File: config.mk
export PLATFORM = sky130hd
export DESIGN_NAME = bp_stall_trace_decoder
export DESIGN_NICKNAME = d
export VERILOG_FILES = /design/src/rtl/bp_stall_trace_pkg.sv /design/src/rtl/bp_stall_trace_counter.sv /design/src/rtl/bp_stall_trace_decoder.sv
export SDC_FILE = /design/constraint.sdc
export NUM_CORES = 2
export LEC_CHECK = 0
export BUFFER_PORTS_ARGS = -buffer_cell sky130_fd_sc_hd__buf_2
export CORE_AREA = 2 2 393 395
export CTS_CLUSTER_SIZE = 8
export DETAILED_ROUTE_END_ITERATION = 8
export DIE_AREA = 0 0 395 397
export HOLD_SLACK_MARGIN = 0.05
export SYNTH_ARGS = -nofsm -noshare
export SYNTH_HDL_FRONTEND = slang
export SYNTH_SLANG_ARGS = --single-unit
File: constraint.sdc
create_clock -name clk_i -period 5.1 [get_ports clk_i]
set_input_delay 0.765 -clock clk_i [delete_from_list [all_inputs] [get_ports clk_i]]
set_output_delay 0.765 -clock clk_i [all_outputs]
set_load 0.02 [all_outputs]
File: src/rtl/bp_stall_trace_pkg.sv
// Shared types for the stall trace decoder: reason encoding, record layout,
// counter map indices and decoder FSM states.
package bp_stall_trace_pkg;

   localparam int reason_width_lp = 5;

   // Same encoding and priority order as the core profiler.
   typedef enum logic [reason_width_lp-1:0] {
      e_stall_interrupt       = 5'd0,
      e_stall_exception       = 5'd1,
      e_stall_eret            = 5'd2,
      e_stall_fence           = 5'd3,
      e_stall_dcache_miss     = 5'd4,
      e_stall_long_haz        = 5'd5,
      e_stall_mem_haz         = 5'd6,
      e_stall_fma_haz         = 5'd7,
      e_stall_csr_haz         = 5'd8,
      e_stall_control_haz     = 5'd9,
      e_stall_struct_haz      = 5'd10,
      e_stall_data_haz        = 5'd11,
      e_stall_branch_override = 5'd12,
      e_stall_ret_override    = 5'd13,
      e_stall_fe_cmd_fence    = 5'd14,
      e_stall_fe_cmd          = 5'd15,
      e_stall_mispredict      = 5'd16,
      e_stall_icache_fence    = 5'd17,
      e_stall_icache_miss     = 5'd18,
      e_stall_fe_queue_stall  = 5'd19,
      e_stall_freeze          = 5'd20
   } bp_stall_reason_e;

   // Reason is kept as raw bits so out-of-range codes survive to the decoder.
   typedef struct packed {
      logic                       commit;
      logic                       stall_v;
      logic [reason_width_lp-1:0] reason;
   } bp_stall_trace_rec_s;

   localparam int commit_idx  = 21;
   localparam int unknown_idx = 22;
   localparam int total_idx   = 23;

   typedef enum logic {
      e_run   = 1'b0,
      e_clear = 1'b1
   } bp_stall_trace_state_e;

endpackage

File: src/rtl/bp_stall_trace_counter.sv
// Single event counter with sweep clear. Saturates by default; wraps and flags
// a sticky overflow when BP_STALL_TRACE_OVERFLOW_EN is defined.
module bp_stall_trace_counter
  #(parameter int cnt_width_p = 32)
   (input  logic                   clk_i,
    input  logic                   reset_li,
    input  logic                   inc_i,
    input  logic                   clr_i,
    output logic [cnt_width_p-1:0] cnt_o,
    output logic                   overflow_o);

   logic [cnt_width_p-1:0] cnt_r;
   logic                   at_max;

   assign at_max = &cnt_r;
   assign cnt_o  = cnt_r;

`ifdef BP_STALL_TRACE_OVERFLOW_EN
   logic ovf_r;

   always_ff @(posedge clk_i or negedge reset_li) begin
      if (!reset_li) begin
         cnt_r <= '0;
         ovf_r <= 1'b0;
      end else if (clr_i) begin
         cnt_r <= '0;
         ovf_r <= 1'b0;
      end else if (inc_i) begin
         cnt_r <= cnt_r + cnt_width_p'(1);
         if (at_max)
            ovf_r <= 1'b1;
      end
   end

   assign overflow_o = ovf_r;
`else
   always_ff @(posedge clk_i or negedge reset_li) begin
      if (!reset_li)
         cnt_r <= '0;
      else if (clr_i)
         cnt_r <= '0;
      else if (inc_i && !at_max)
         cnt_r <= cnt_r + cnt_width_p'(1);
   end

   assign overflow_o = 1'b0;
`endif

endmodule

File: src/rtl/bp_stall_trace_decoder.sv
// Per-cycle stall trace consumer: histogram counters, read port and sweep clear.
// Optional wrap/overflow counters: BP_STALL_TRACE_OVERFLOW_EN.
//
// state   | meaning
// e_run   | records and reads accepted
// e_clear | sweep zeroes one counter per cycle, entry 0..23; ports stalled
module bp_stall_trace_decoder
   import bp_stall_trace_pkg::*;
  #(parameter int num_reasons_p  = 21,
    parameter int reason_width_p = 5,
    parameter int cnt_width_p    = 32,
    localparam int num_entries_lp = num_reasons_p + 3)
   (input  logic                      clk_i,
    input  logic                      reset_li,
    input  logic                      rec_v_i,
    output logic                      rec_ready_o,
    input  logic                      rec_commit_i,
    input  logic                      rec_stall_v_i,
    input  logic [reason_width_p-1:0] rec_reason_i,
    input  logic                      clear_i,
    output logic                      busy_o,
    input  logic                      rd_v_i,
    output logic                      rd_ready_o,
    input  logic [4:0]                rd_addr_i,
    output logic                      rd_v_o,
    output logic [cnt_width_p-1:0]    rd_data_o,
    input  logic                      rd_yumi_i,
    output logic [num_entries_lp-1:0] overflow_o);

   bp_stall_trace_state_e state_r, state_n;
   logic [4:0]            sweep_r, sweep_n;

   bp_stall_trace_rec_s       rec;
   logic                      rec_accept;
   logic                      reason_in_range;
   logic [num_entries_lp-1:0] inc_vec;
   logic [num_entries_lp-1:0] clr_vec;
   logic [cnt_width_p-1:0]    cnt [num_entries_lp];

   logic                   rd_accept;
   logic                   rd_v_r;
   logic [cnt_width_p-1:0] rd_data_r;
   logic [cnt_width_p-1:0] rd_sel;

   assign rec = '{commit: rec_commit_i, stall_v: rec_stall_v_i, reason: rec_reason_i};

   assign busy_o      = (state_r == e_clear);
   assign rec_ready_o = (state_r == e_run) && !clear_i;
   assign rd_ready_o  = (state_r == e_run) && !clear_i && !rd_v_r;
   assign rec_accept  = rec_v_i && rec_ready_o;
   assign rd_accept   = rd_v_i && rd_ready_o;
   assign rd_v_o      = rd_v_r;
   assign rd_data_o   = rd_data_r;

   always_ff @(posedge clk_i or negedge reset_li) begin
      if (!reset_li) begin
         state_r <= e_run;
         sweep_r <= '0;
      end else begin
         state_r <= state_n;
         sweep_r <= sweep_n;
      end
   end

   always_comb begin
      state_n = state_r;
      sweep_n = sweep_r;
      clr_vec = '0;
      case (state_r)
         e_run: begin
            if (clear_i) begin
               state_n = e_clear;
               sweep_n = '0;
            end
         end
         e_clear: begin
            for (int i = 0; i < num_entries_lp; i++)
               clr_vec[i] = (sweep_r == 5'(i));
            sweep_n = sweep_r + 5'd1;
            if (sweep_r == 5'(total_idx)) begin
               state_n = e_run;
               sweep_n = '0;
            end
         end
         default: state_n = e_run;
      endcase
   end

   assign reason_in_range = (rec.reason < reason_width_lp'(num_reasons_p));

   // Exactly one class counter plus the total counter per accepted record.
   always_comb begin
      inc_vec = '0;
      if (rec_accept) begin
         inc_vec[total_idx] = 1'b1;
         if (rec.commit)
            inc_vec[commit_idx] = 1'b1;
         else if (rec.stall_v && reason_in_range) begin
            for (int i = 0; i < num_reasons_p; i++)
               inc_vec[i] = (rec.reason == reason_width_lp'(i));
         end else
            inc_vec[unknown_idx] = 1'b1;
      end
   end

   for (genvar g = 0; g < num_entries_lp; g++) begin : g_cnt
      bp_stall_trace_counter #(.cnt_width_p(cnt_width_p)) counter
        (.clk_i      (clk_i),
         .reset_li   (reset_li),
         .inc_i      (inc_vec[g]),
         .clr_i      (clr_vec[g]),
         .cnt_o      (cnt[g]),
         .overflow_o (overflow_o[g]));
   end

   always_comb begin
      rd_sel = '0;
      for (int i = 0; i < num_entries_lp; i++)
         if (rd_addr_i == 5'(i))
            rd_sel = cnt[i];
   end

   // Reads sample registered counts, so a same-cycle increment is not visible.
   always_ff @(posedge clk_i or negedge reset_li) begin
      if (!reset_li) begin
         rd_v_r    <= 1'b0;
         rd_data_r <= '0;
      end else if (state_r == e_run && clear_i) begin
         rd_v_r <= 1'b0;
      end else if (rd_accept) begin
         rd_v_r    <= 1'b1;
         rd_data_r <= rd_sel;
      end else if (rd_yumi_i) begin
         rd_v_r <= 1'b0;
      end
   end

endmodule

==> flow_summary.json <==
{
  "status": "completed",
  "cts_buffer_depth": 3,
  "synth_compound_area_share_pct": 12.3,
  "hold_class": "in2async",
  "cts_tree": "built",
  "leakage_nw": 22.5,
  "avgSynthCellArea_um2": 8.64,
  "drt_first_iter_violations": 6404,
  "finalMaxSlewViolations": 0,
  "arrival_ps": 4370,
  "track_usage_pct": 26.5,
  "period_share_pct": 72.9,
  "cts_made_buffers": 112,
  "die_x_um": 395,
  "hold_violations": 0,
  "clk_latency_ps": 780,
  "path_clk_slew_ps": 60,
  "peakVddDrop_v": 0.000269,
  "grt_max_degree": 127,
  "min_period_ps": 3720,
  "cts_resized": 0,
  "dp_hpwl_um": 161000,
  "rsz0062_at_grt": "false",
  "max-slew-margin-rel_pct": 6.11,
  "yosysTopAreaCell": "dfrtp_1",
  "multi_input_area_mm2": 0.0282,
  "die_h_um": 397,
  "antenna_found_initial": 9,
  "switchingPower_mw": 4.82,
  "layout_common_cells": "nor2_1, dfrtp_1, nand2_1, nand3_1, xnor2_1",
  "synth_top_flop_cell": "dfrtp_1",
  "fillCellCount": 15500,
  "power.density_mw_per_mm2": 284,
  "final-seq-area_mm2": 0.0202,
  "h-tree-depth": 3,
  "drtAntennaViolNets": 0,
  "grt_pass1_vias": 44000,
  "row_count": 144,
  "synth_seq_cells": 807,
  "firstDrtPassIters": 7,
  "post_cts_buffers": 0,
  "cp_max_fo": 53,
  "wl_per_cell_um": 27.2,
  "port_buffers": 53,
  "synth_top_family_by_area": "simple AND/OR/NAND/NOR gates",
  "ctsHoldBuffers": 0,
  "postSynth.asyncResetShare_pct": 100,
  "io_pins": 78,
  "layout-drive-gt1-share_pct": 7.60,
  "drv_cap": 0,
  "yosys.area_share.xor_xnor_pct": 10.0,
  "p_sw_share_pct": 30.4,
  "clock_sinks": 807,
  "synthCells": 5782,
  "cts_root_buf": "clkbuf_16",
  "synthMuxAreaShare_pct": 3.60,
  "synth_simple_gate_area_share_pct": 29.4,
  "drc": 0,
  "start_kind": "flop",
  "p_clk_share_pct": 44.0,
  "dr_total_vias": 48100,
  "grt_pass1_wl_um": 311000,
  "netlist-cell-type-count": 96,
  "yosysSeqAreaShare_pct": 40.4,
  "clock_skew_ps": 60.9,
  "gr-total-overflow": 0,
  "synth_area_mm2": 0.0500,
  "critPathKind": "reg2reg",
  "finalPower_mw": 15.8,
  "synth_area_leaders": "dfrtp_1, nor2_1, xnor2_1",
  "yosys_warnings": 0,
  "drt-total-wl_um": 213000,
  "p_int_mw": 11.0,
  "yosysTopAreaCellShare_pct": 40.4,
  "crit_required_ps": 5750,
  "finalSetupViolations": 0,
  "dieArea_mm2": 0.157,
  "fmax_mhz": 269,
  "start_util_pct": 32.7,
  "coreArea_mm2": 0.153,
  "yosys.area_share.adder_pct": 0.726,
  "avgViaCountPerCell": 6.14,
  "finalNetCount": 5813,
  "mostFrequentLayoutCell": "nor2_1",
  "combPwrFrac_pct": 12.9,
  "setup_tns_ps": 0,
  "synth_edf_count": 0,
  "syn_to_final_growth_pct": 11.5,
  "setup.worst_path.end_class": "flop",
  "finalWeightedCongestion": 1.08,
  "tightest_slew_ps": 1400,
  "power.share.sequential_pct": 43.1
}
-- area by class of cell --
| cell class | count | area share (%) |
|---|---|---|
| clock buffers | 119 | 5.11 |
| repair buffers | 179 | 2.40 |
| inverters | 94 | 0.633 |
| clock inverters | 8 | 0.350 |
| multi-input cells | 4572 | 50.6 |
| flip-flops and latches | 807 | 36.2 |
| well taps | 2044 | 4.59 |
| diodes | 9 | 0.0404 |
-- per-layer routing --
layer | routed length, µm | track usage, % | vias up | part of all wire [%]
met5 | 40 | 0 | - | 0.019
met4 | 13200 | 14.4 | 6 | 6.2
met3 | 24100 | 6.50 | 541 | 11
met2 | 87300 | 37.3 | 2796 | 41
met1 | 88200 | 37.0 | 23800 | 41
li1 | - | - | 20900 | -
-- stage by stage --
step	util (%)	cell area, µm²	hold slack [ps]	setup slack, ps	instances
detailed placement	34.4	52700	550	757	7696
CTS	36.4	55700	62.7	1460	7823
floorplan	-	50100	459	2290	5805
global placement	34.4	52700	528	806	7696
finish	36.4	55700	46.7	1380	7832
global route	36.4	55700	90.5	1260	7823
-- final timing paths --
kind	from	endpoint	slack, ps	cells past startpoint
min in group clk_i	rd_yumi_i	rd_v_o	360	4
worst max register to register	busy_o	rd_data_o[29]	1380	6
max in group asynchronous	reset_li	g_cnt[6].counter.cnt_o[9]	3760	2
worst max-delay path	busy_o	rd_data_o[29]	1380	6
worst min register to register	g_cnt[0].counter.cnt_o[26]	g_cnt[0].counter.cnt_o[26]	570	2
worst min-delay path	reset_li	g_cnt[3].counter.cnt_o[3]	50	1
-- cells by family (layout without fill, tap and decap cells) --
family                   Yosys count  count (layout)
AO/OA/AOI/OAI                    943             943
XOR/XNOR                         573             573
adder cells (fa/ha/maj)           29              29
buffers and inverters            426             400
flip-flops                       807             807
multiplexers                     138             138
other                              1              33
AND/OR/NAND/NOR                 2865            2865
-- worst max-delay path, stage by stage (launching register included) --
cell	delay, ps
dfrtp_1	570
buf_4	300
or4b_2	680
buf_4	340
nor4_1	980
o221ai_1	360
o21ai_0	300
-- synthesized netlist by cell type (32+ instances only) --
cell type and n:
nor3_1 223, nand2_1 450, buf_2 38, nand3_1 351, mux2i_1 76, xor2_1 276, or3_1 113, mux2_2 32
a21oi_1 239, inv_1 93, nor2_1 811, a22oi_1 38, o21ai_0 222, clkbuf_1 245, a211oi_1 39, and4_1 84
and2_1 80, o22ai_1 67, or4_1 42, nor4_1 113, nand4_1 263, o211ai_1 38, dfrtp_1 807, nand2b_1 34
and3_1 134, xnor2_1 297
-- state kept, by name (all words and copies together) (netlist names) --
| register | count |
|---|---|
| busy_o | 1 |
| g_cnt.counter.cnt_o | 768 |
| rd_data_o | 32 |
| rd_v_o | 1 |
| sweep_r | 5 |
-- power groups by stage --
stage	clock network, mW	registers (mW)	logic (mW)
after floorplan	0	6.85	0.972
after global placement	0	6.91	1.97
after detailed placement	0	6.91	1.99
after CTS	7.07	6.80	1.99
after global routing	7.33	6.81	2.14
final	6.97	6.82	2.05
(Power assumes the default switching activity.)
